`src/rtl/int_arbiter_pkg.sv`:
```
// Shared types and constants for the interrupt arbiter.
package int_arbiter_pkg;

    // Arbiter FSM encoding.
    typedef enum logic [1:0] {
        StIdle   = 2'd0,
        StReq    = 2'd1,
        StSettle = 2'd2
    } arb_state_e;

    // Source vector numbers presented on int_num.
    localparam logic [1:0] INT1 = 2'd1;
    localparam logic [1:0] INT2 = 2'd2;
    localparam logic [1:0] INT3 = 2'd3;

    // Reset value of {global_en, mask}: everything enabled.
    localparam logic [3:0] MASK_RST = 4'b1111;

endpackage

```
`src/rtl/int_arbiter_irq_sync.sv`:
```
// Multi-stage synchronizer plus history flop producing one-cycle rising-edge pulses.
module int_arbiter_irq_sync #(
    parameter int unsigned WIDTH       = 3,
    parameter int unsigned SYNC_STAGES = 2
) (
    input  logic             clock,
    input  logic             rst,
    input  logic [WIDTH-1:0] irq_raw,
    output logic [WIDTH-1:0] irq_edge
);

    logic [WIDTH-1:0] sync_q [SYNC_STAGES];
    logic [WIDTH-1:0] hist_q;

    // Shift raw requests through the synchronizer chain, then into the history flop.
    always_ff @(posedge clock) begin
        if (rst) begin
            for (int unsigned i = 0; i < SYNC_STAGES; i++) begin
                sync_q[i] <= '0;
            end
            hist_q <= '0;
        end else begin
            sync_q[0] <= irq_raw;
            for (int unsigned i = 1; i < SYNC_STAGES; i++) begin
                sync_q[i] <= sync_q[i-1];
            end
            hist_q <= sync_q[SYNC_STAGES-1];
        end
    end

    assign irq_edge = sync_q[SYNC_STAGES-1] & ~hist_q;

endmodule

```
`src/rtl/int_arbiter.sv`:
```
// Interrupt arbiter: edge-latched pending bits, priority masking with nesting,
// and a request/ack handshake to the pipeline with a settle gap after each ack.
module int_arbiter
    import int_arbiter_pkg::*;
#(
    parameter int unsigned NSRC        = 3,
    parameter int unsigned SYNC_STAGES = 2
) (
    input  logic                        clock,
    input  logic                        rst,
    input  logic [NSRC-1:0]             irq_in,
    input  logic                        mask_we,
    input  logic [NSRC:0]               mask_wdata,
    input  logic                        int_ack,
    input  logic                        eret,
    output logic                        int_req,
    output logic [$clog2(NSRC+1)-1:0]   int_num,
    output logic [NSRC-1:0]             pending,
    output logic [NSRC-1:0]             in_service,
    output logic [NSRC:0]               mask_q
);

    localparam int unsigned NumW = $clog2(NSRC + 1);

    arb_state_e      state_q, state_d;
    logic [NumW-1:0] num_q, num_d;
    logic [NSRC-1:0] pending_d, in_service_d;
    logic [NSRC-1:0] irq_edge;
    logic [NumW-1:0] cur_level;
    logic [NSRC-1:0] eligible;
    logic [NumW-1:0] best_num;
    logic            any_eligible;
    logic [NSRC-1:0] lat_vec;
    logic [NSRC-1:0] hi_vec;
    logic            ack_take;

    int_arbiter_irq_sync #(
        .WIDTH       (NSRC),
        .SYNC_STAGES (SYNC_STAGES)
    ) u_irq_sync (
        .clock    (clock),
        .rst      (rst),
        .irq_raw  (irq_in),
        .irq_edge (irq_edge)
    );

    // Current nesting level and one-hot of the highest in-service source.
    always_comb begin
        cur_level = '0;
        hi_vec    = '0;
        for (int unsigned i = 0; i < NSRC; i++) begin
            if (in_service[i]) begin
                cur_level = NumW'(i + 1);
                hi_vec    = '0;
                hi_vec[i] = 1'b1;
            end
        end
    end

    // Eligibility, highest eligible source, and one-hot of the latched source.
    always_comb begin
        best_num     = '0;
        any_eligible = 1'b0;
        eligible     = '0;
        lat_vec      = '0;
        for (int unsigned i = 0; i < NSRC; i++) begin
            eligible[i] = pending[i] & mask_q[i] & mask_q[NSRC] & (NumW'(i + 1) > cur_level);
            lat_vec[i]  = (num_q == NumW'(i + 1));
            if (eligible[i]) begin
                best_num     = NumW'(i + 1);
                any_eligible = 1'b1;
            end
        end
    end

    // FSM next state, latched vector and pipeline-facing outputs.
    always_comb begin
        state_d  = state_q;
        num_d    = num_q;
        ack_take = 1'b0;
        unique case (state_q)
            StIdle: begin
                if (any_eligible) begin
                    state_d = StReq;
                    num_d   = best_num;
                end
            end
            StReq: begin
                if (int_ack) begin
                    state_d  = StSettle;
                    ack_take = 1'b1;
                end else if (~|(eligible & lat_vec)) begin
                    // Latched source withdrawn by a mask write.
                    state_d = StIdle;
                end
            end
            StSettle: state_d = StIdle;
            default:  state_d = StIdle;
        endcase
        int_req = (state_q == StReq);
        int_num = int_req ? num_q : '0;
    end

    // Pending and nesting updates; eret clears the old top level before the ack sets its bit.
    always_comb begin
        pending_d    = pending;
        in_service_d = in_service;
        if (ack_take) begin
            pending_d = pending & ~lat_vec;
        end
        // A new edge on the acked source in the same cycle keeps it pending.
        pending_d = pending_d | irq_edge;
        if (eret) begin
            in_service_d = in_service_d & ~hi_vec;
        end
        if (ack_take) begin
            in_service_d = in_service_d | lat_vec;
        end
    end

    // State registers with synchronous reset.
    always_ff @(posedge clock) begin
        if (rst) begin
            state_q    <= StIdle;
            num_q      <= '0;
            pending    <= '0;
            in_service <= '0;
            mask_q     <= MASK_RST;
        end else begin
            state_q    <= state_d;
            num_q      <= num_d;
            pending    <= pending_d;
            in_service <= in_service_d;
            if (mask_we) begin
                mask_q <= mask_wdata;
            end
        end
    end

endmodule

```
`config.mk`:
```
export PLATFORM = sky130hd
export DESIGN_NAME = int_arbiter
export DESIGN_NICKNAME = d
export VERILOG_FILES = /design/src/rtl/int_arbiter_pkg.sv /design/src/rtl/int_arbiter_irq_sync.sv /design/src/rtl/int_arbiter.sv
export SDC_FILE = /design/constraint.sdc
export NUM_CORES = 1
export LEC_CHECK = 0
export CAP_MARGIN = 30
export CORE_MARGIN = 5
export CORE_UTILIZATION = 40
export CTS_BUF_LIST = sky130_fd_sc_hd__clkbuf_4
export DETAILED_ROUTE_END_ITERATION = 12
export DONT_BUFFER_PORTS = 1
export PLACE_DENSITY = 0.64
export SLEW_MARGIN = 10
export SYNTH_ARGS = -nofsm -noshare
export SYNTH_HDL_FRONTEND = slang
export SYNTH_HIERARCHICAL = 1
export SYNTH_SLANG_ARGS = --single-unit
export TNS_END_PERCENT = 20
```
`constraint.sdc`:
```
create_clock -name clock -period 1.37 [get_ports clock]
set_input_delay 0.274 -clock clock [delete_from_list [all_inputs] [get_ports clock]]
set_output_delay 0.274 -clock clock [all_outputs]
set_load 0.005 [all_outputs]
```
# == Word-level counts from Yosys, hierarchy flattened ==
# Memories as Yosys holds them, arrays and structs flattened.
# Index checks and enable logic that the tools add are counted.
# word_totals
register_bits,17
mem_bits_rw,6
in_bits,12
output_inout_bits,13
elab_cells,67
memories,1
# mem_list
memory,depth,word_bits,read_ports,rd_ports_with_merged_regs,wr,line_no,source
u_irq_sync.sync_q,2,3,2,0,2,int_arbiter_irq_sync.sv:12,logic [WIDTH-1:0] sync_q [SYNC_STAGES];
# classes
n_lt_le_gt_ge,3
eq_ne,6
n_mux,27
n_bitwise,20
reduce_logical,4
# op_table
op,count
two-way mux 3 bit,7
two-way mux 2 bit,8
bitwise AND 3 bit,4
two-way mux 1 bit,11
bitwise AND 1 bit,9
inverter 3 bit,3
bitwise OR 3 bit,2
"== test 2 x 1 -> 1 bit, second input constant",2
"== test 2 bit, second input constant",2
"greater-than comparator 2 bit, first input constant",2
case mux 2 bit (2 select lines),1
AND reduction 2 bit,2
"!= test 3 bit, second input constant",1
OR reduction 3 bit,1
"greater-than comparator 1 x 2 -> 1 bit, first input constant",1
logical NOT 2 bit,1
"!= test 2 bit, second input constant",1
bitwise OR 1 bit,2

# == Longest topological paths before layout ==
# depth
depth_word,10
ltp_mapped,5
mapped_depth_nobuf,4

# == Hierarchy ==
# The synthesis kept the hierarchy.
# modules_own_cells
module,instances,cells_each,area_per_inst_um2,seq_area_each_um2
int_arbiter,1,67,600.6,280.3
int_arbiter_irq_sync,1,21,255.2,180.2

# == Worst setup path before layout ==
# No wires, ideal clock.
# synth_timing
path_type,register to register
startpoint,register mask_q[3]
endpoint,register state_q[0]
setup_time_ps,69
arrival_time_ps,1215
t_required_ps,1301
slack_ps,87
path_stages_with_launch,5
n_path_buf,0
synth_period_minus_slack_ps,1283
cell_sequence,dfxtp_1 or3b_4 nor4b_1 a211oi_1 o21ai_1
# synth_via
elab_chain_len,7
word_cells_on_any_way,14
cone_classes,2 x eq/ne; 3 x mux; 7 x bitwise; 2 x reduce/logical
# synth_rtl
item,line_no,source
from (decl),int_arbiter.sv:20,output logic [NSRC:0] mask_q
from (signal assigned),int_arbiter.sv:135,mask_q <= mask_wdata;
bitwise AND 1 bit (2 in a row),int_arbiter.sv:67,eligible[i] = pending[i] & mask_q[i] & mask_q[NSRC] & (NumW'(i + 1) > cur_level);
two-way mux 1 bit (3 in a row),int_arbiter.sv:69,if (eligible[i]) begin
!= test 2 bit (no line),n/a,
AND reduction 2 bit (no line) (*),n/a,
to (signal assigned),int_arbiter.sv:124,state_q <= StIdle;
to (signal assigned),int_arbiter.sv:130,state_q <= state_d;
to (decl),int_arbiter.sv:25,"arb_state_e state_q, state_d;"
# Mark *: on every way between the ends. The rest lies on a longest branch, timed or not.
# A chain may end at the register's enable or synchronous reset.

# == Worst setup path after layout ==
# layout_timing
startpoint,register state_q[0]
endpoint,output port int_num[0]
# layout_via
elab_chain_len,2
# layout_rtl
item,line_no,source
== test 2 x 1 -> 1 bit,int_arbiter.sv:100,int_req = (state_q == StReq);
two-way mux 2 bit,int_arbiter.sv:101,int_num = int_req ? num_q : '0;
to (decl),int_arbiter.sv:17,"output logic [$clog2(NSRC+1)-1:0] int_num,"
# Every way passes these cells.

==> metrics <==
placed insts=117; core area=2000 sq um; relative slew slack=a little over two thirds; clock skew=5.90 ps; CP Capture Type=primary output; count leader, synth=dfxtp_1; Die Span Y=56.3 um; part of the cycle the worst path needs=between 90% and 100%; Worst-Skew Late Latency=about 310 ps; Comb power frac=a little under a tenth; fraction of registers with async set/reset=0%; Synth Flop Type=dfxtp_1; initial antenna violation count=0; flops & latches, synth=23; Site Rows=16; top cells by count, synth=dfxtp_1, nor2b_1, a21oi_1; # Max-Cap Violations=0; CTS tree=built; Cells after Synth=88; Worst VDD drop=around 600 uV; # DRC=0; cell family with most CP delay=flip-flops; number of global-route vias before repair=650; run status=finished, final reports clean; layout cells sized above 1=22.2%; Root Buffer=clkbuf_4; worst hold margin=roughly 21 ps; Yosys Warn Count=6; clock-pin slew on the worst setup and hold paths=120 ps; final hold violations=0; worst-margin pin slew=440 ps; GPL Wtd Cong=0.720; power share of the clock group=27.0%; Yosys top cell by area=dfxtp_1; final slew viol count=0; Post-Syn Area=~860 sq um; RSZ-0062 raised after global routing=yes; Chip Width=approximately 56 um; initial core utilization=42.8%; Synth area leaders=dfxtp_1, nor2b_1, a21oi_1, a211o_1, nor2_1; die footprint=roughly 3200 sq um; Seq/Total Area, Yosys=53.8%; Iter 0 DRT Violations=7; GR Overflow Total=0; worst path bufs/invs=1; largest net degree at the start of global routing=25; clock net sink count=23; Tot Pwr=1.14 mW; CP cell instances=nor2b_1 > buf_4 > and2_1; setup TNS=0 ps; Top Ports=25; syn_nets=100; ANT cells=0; Setup CP Type=flip-flop to primary output; Max FO, Critical Path=8; CTS max path bufs=2; slowest CP cell=dfxtp_2; via count=673; fin nets=112; first-pass GRT wire length=2920 um; post-route setup slack=15.2 ps; syn avg cell area=9.73 sq um; Worst Hold Class=primary input to flip-flop; Area Overhead vs Synth=20.0%; Finished Layout Cells=~130; max incr delay on CP=340 ps; setup violators final=0; Tmin final=1350 ps; vias per cell=roughly 5.3; internal cell power=between 0.8 and 0.9 mW; Flop pwr share=between 60% and 70%; Yosys cell types=27; PwrDens=1110 nW/um^2; pre-CTS WS=23.8 ps; sw frac=24.1%; IO buf count=0; number of synthesized flops with an enable pin=0; All-Layer GR Usage=11.5%; worst path required time=1100 ps; CP Data Arrival Time=1080 ps; Leakage=0.393 nW; max frequency=0.738 GHz; Psw=between 0.2 and 0.3 mW; Setup crit start kind=flip-flop; ANT nets after route=0; Total Wirelength=1800 um; wire length per cell=between 10 and 15 um; H-tree depth=1; CTS buffer count=3; first-pass iteration count of the detailed router=4; Synth top area share=53.8%
==> sequential cells by signal, indices dropped and copies added, names as in the netlist <==
signal and flops:
in_service 3, mask_q 4, num_q 2, pending 3, state_q 2, u_irq_sync/hist_q 3
u_irq_sync/sync_q 6
==> cells by family after synthesis <==
| logic type | share of synthesized area (%) |
|---|---|
| flops | 53.8 |
| compound gates | 15.9 |
| buf+inv | 1.46 |
| simple gates | 28.8 |
==> through the flow <==
| stage | cell area (sq um) | util (%) |
|---|---|---|
| final | 1030 | 51.3 |
| after global routing | 1030 | 51.3 |
| after CTS | 967 | 48.3 |
| after detailed placement | 911 | 45.5 |
| after global placement | 911 | 45.5 |
| after floorplan | 856 | - |
==> routing by layer <==
metal,global-route usage (%),vias up,routed length [um]
met1,13.2,317,751
met4,5.08,0,17
li1,-,331,-
met2,18.7,23,887
met5,0,-,0
met3,4.59,2,144
==> cell usage in the layout (no fill, tap or decap) <==
master / Yosys / final
nor2_4: 0 / 1
and3_1: 1 / 1
a211o_1: 4 / 4
and2b_1: 1 / 1
a211oi_1: 1 / 1
nand4b_1: 2 / 2
a21oi_1: 8 / 7
nand3b_1: 1 / 1
inv_1: 1 / 1
nor4b_4: 0 / 1
o21ai_1: 1 / 1
dfxtp_1: 23 / 19
a311oi_1: 1 / 1
dfxtp_2: 0 / 3
buf_4: 0 / 6
dlygate4sd3_1: 0 / 3
and4b_2: 1 / 1
o21ai_2: 1 / 1
nor2b_1: 17 / 17
o21ai_0: 3 / 3
or3b_4: 1 / 1
and2_4: 0 / 1
a21oi_2: 0 / 1
nor2_1: 7 / 6
nand2_1: 4 / 4
clkinv_2: 0 / 1
o41ai_2: 0 / 1
o31ai_1: 1 / 1
nor3_1: 1 / 1
nand3_1: 1 / 1
and2_1: 2 / 1
nand4_1: 1 / 1
clkbuf_4: 0 / 3
dfxtp_4: 0 / 1
==> power groups by stage <==
stage / Clock (mW) / Sequential, mW / Combinational, mW
after floorplan: 0 / 0.734 / 0.0669
after CTS: 0.322 / 0.727 / 0.0862
after global placement: 0 / 0.741 / 0.0750
after detailed placement: 0 / 0.742 / 0.0778
final: 0.307 / 0.727 / 0.105
after global routing: 0.361 / 0.732 / 0.117
==> what timing repair did <==
action,4_1_cts,5_1_grt
setup buffers,1,1
gates resized for setup,4,8
hold buffers,1,2
endpoints found under the setup margin,4,5
pin swaps,0,6
endpoints found under the hold margin,1,12
==> worst reg2reg max path: cells and delay by family, from the launching register on <==
kind	cells	cell delay, ps
AOI/OAI and AO/OA	3	430
DFF	1	360
and+or+nand+nor	1	440
==> final timing paths <==
kind	startpoint	end	slack [ps]	cells past startpoint
worst min-delay path	rst	u_irq_sync/hist_q[2]	20	1
worst min register to register	u_irq_sync/sync_q[0][1]	u_irq_sync/sync_q[0][4]	450	1
worst max-delay path	state_q[0]	int_num[0]	20	3
worst max register to register	mask_q[3]	num_q[0]	60	4
==> cell type report <==
type                    instances  area (sq um)
clock buffers                   3          22.5
clock inverters                 1          5.00
fillers                       207           975
inverters                       1          3.75
multi-input cells              62           419
flip-flops and latches         23           468
well taps                      27          33.8
repair buffers                  9          75.1
(Power assumes the default switching activity.)
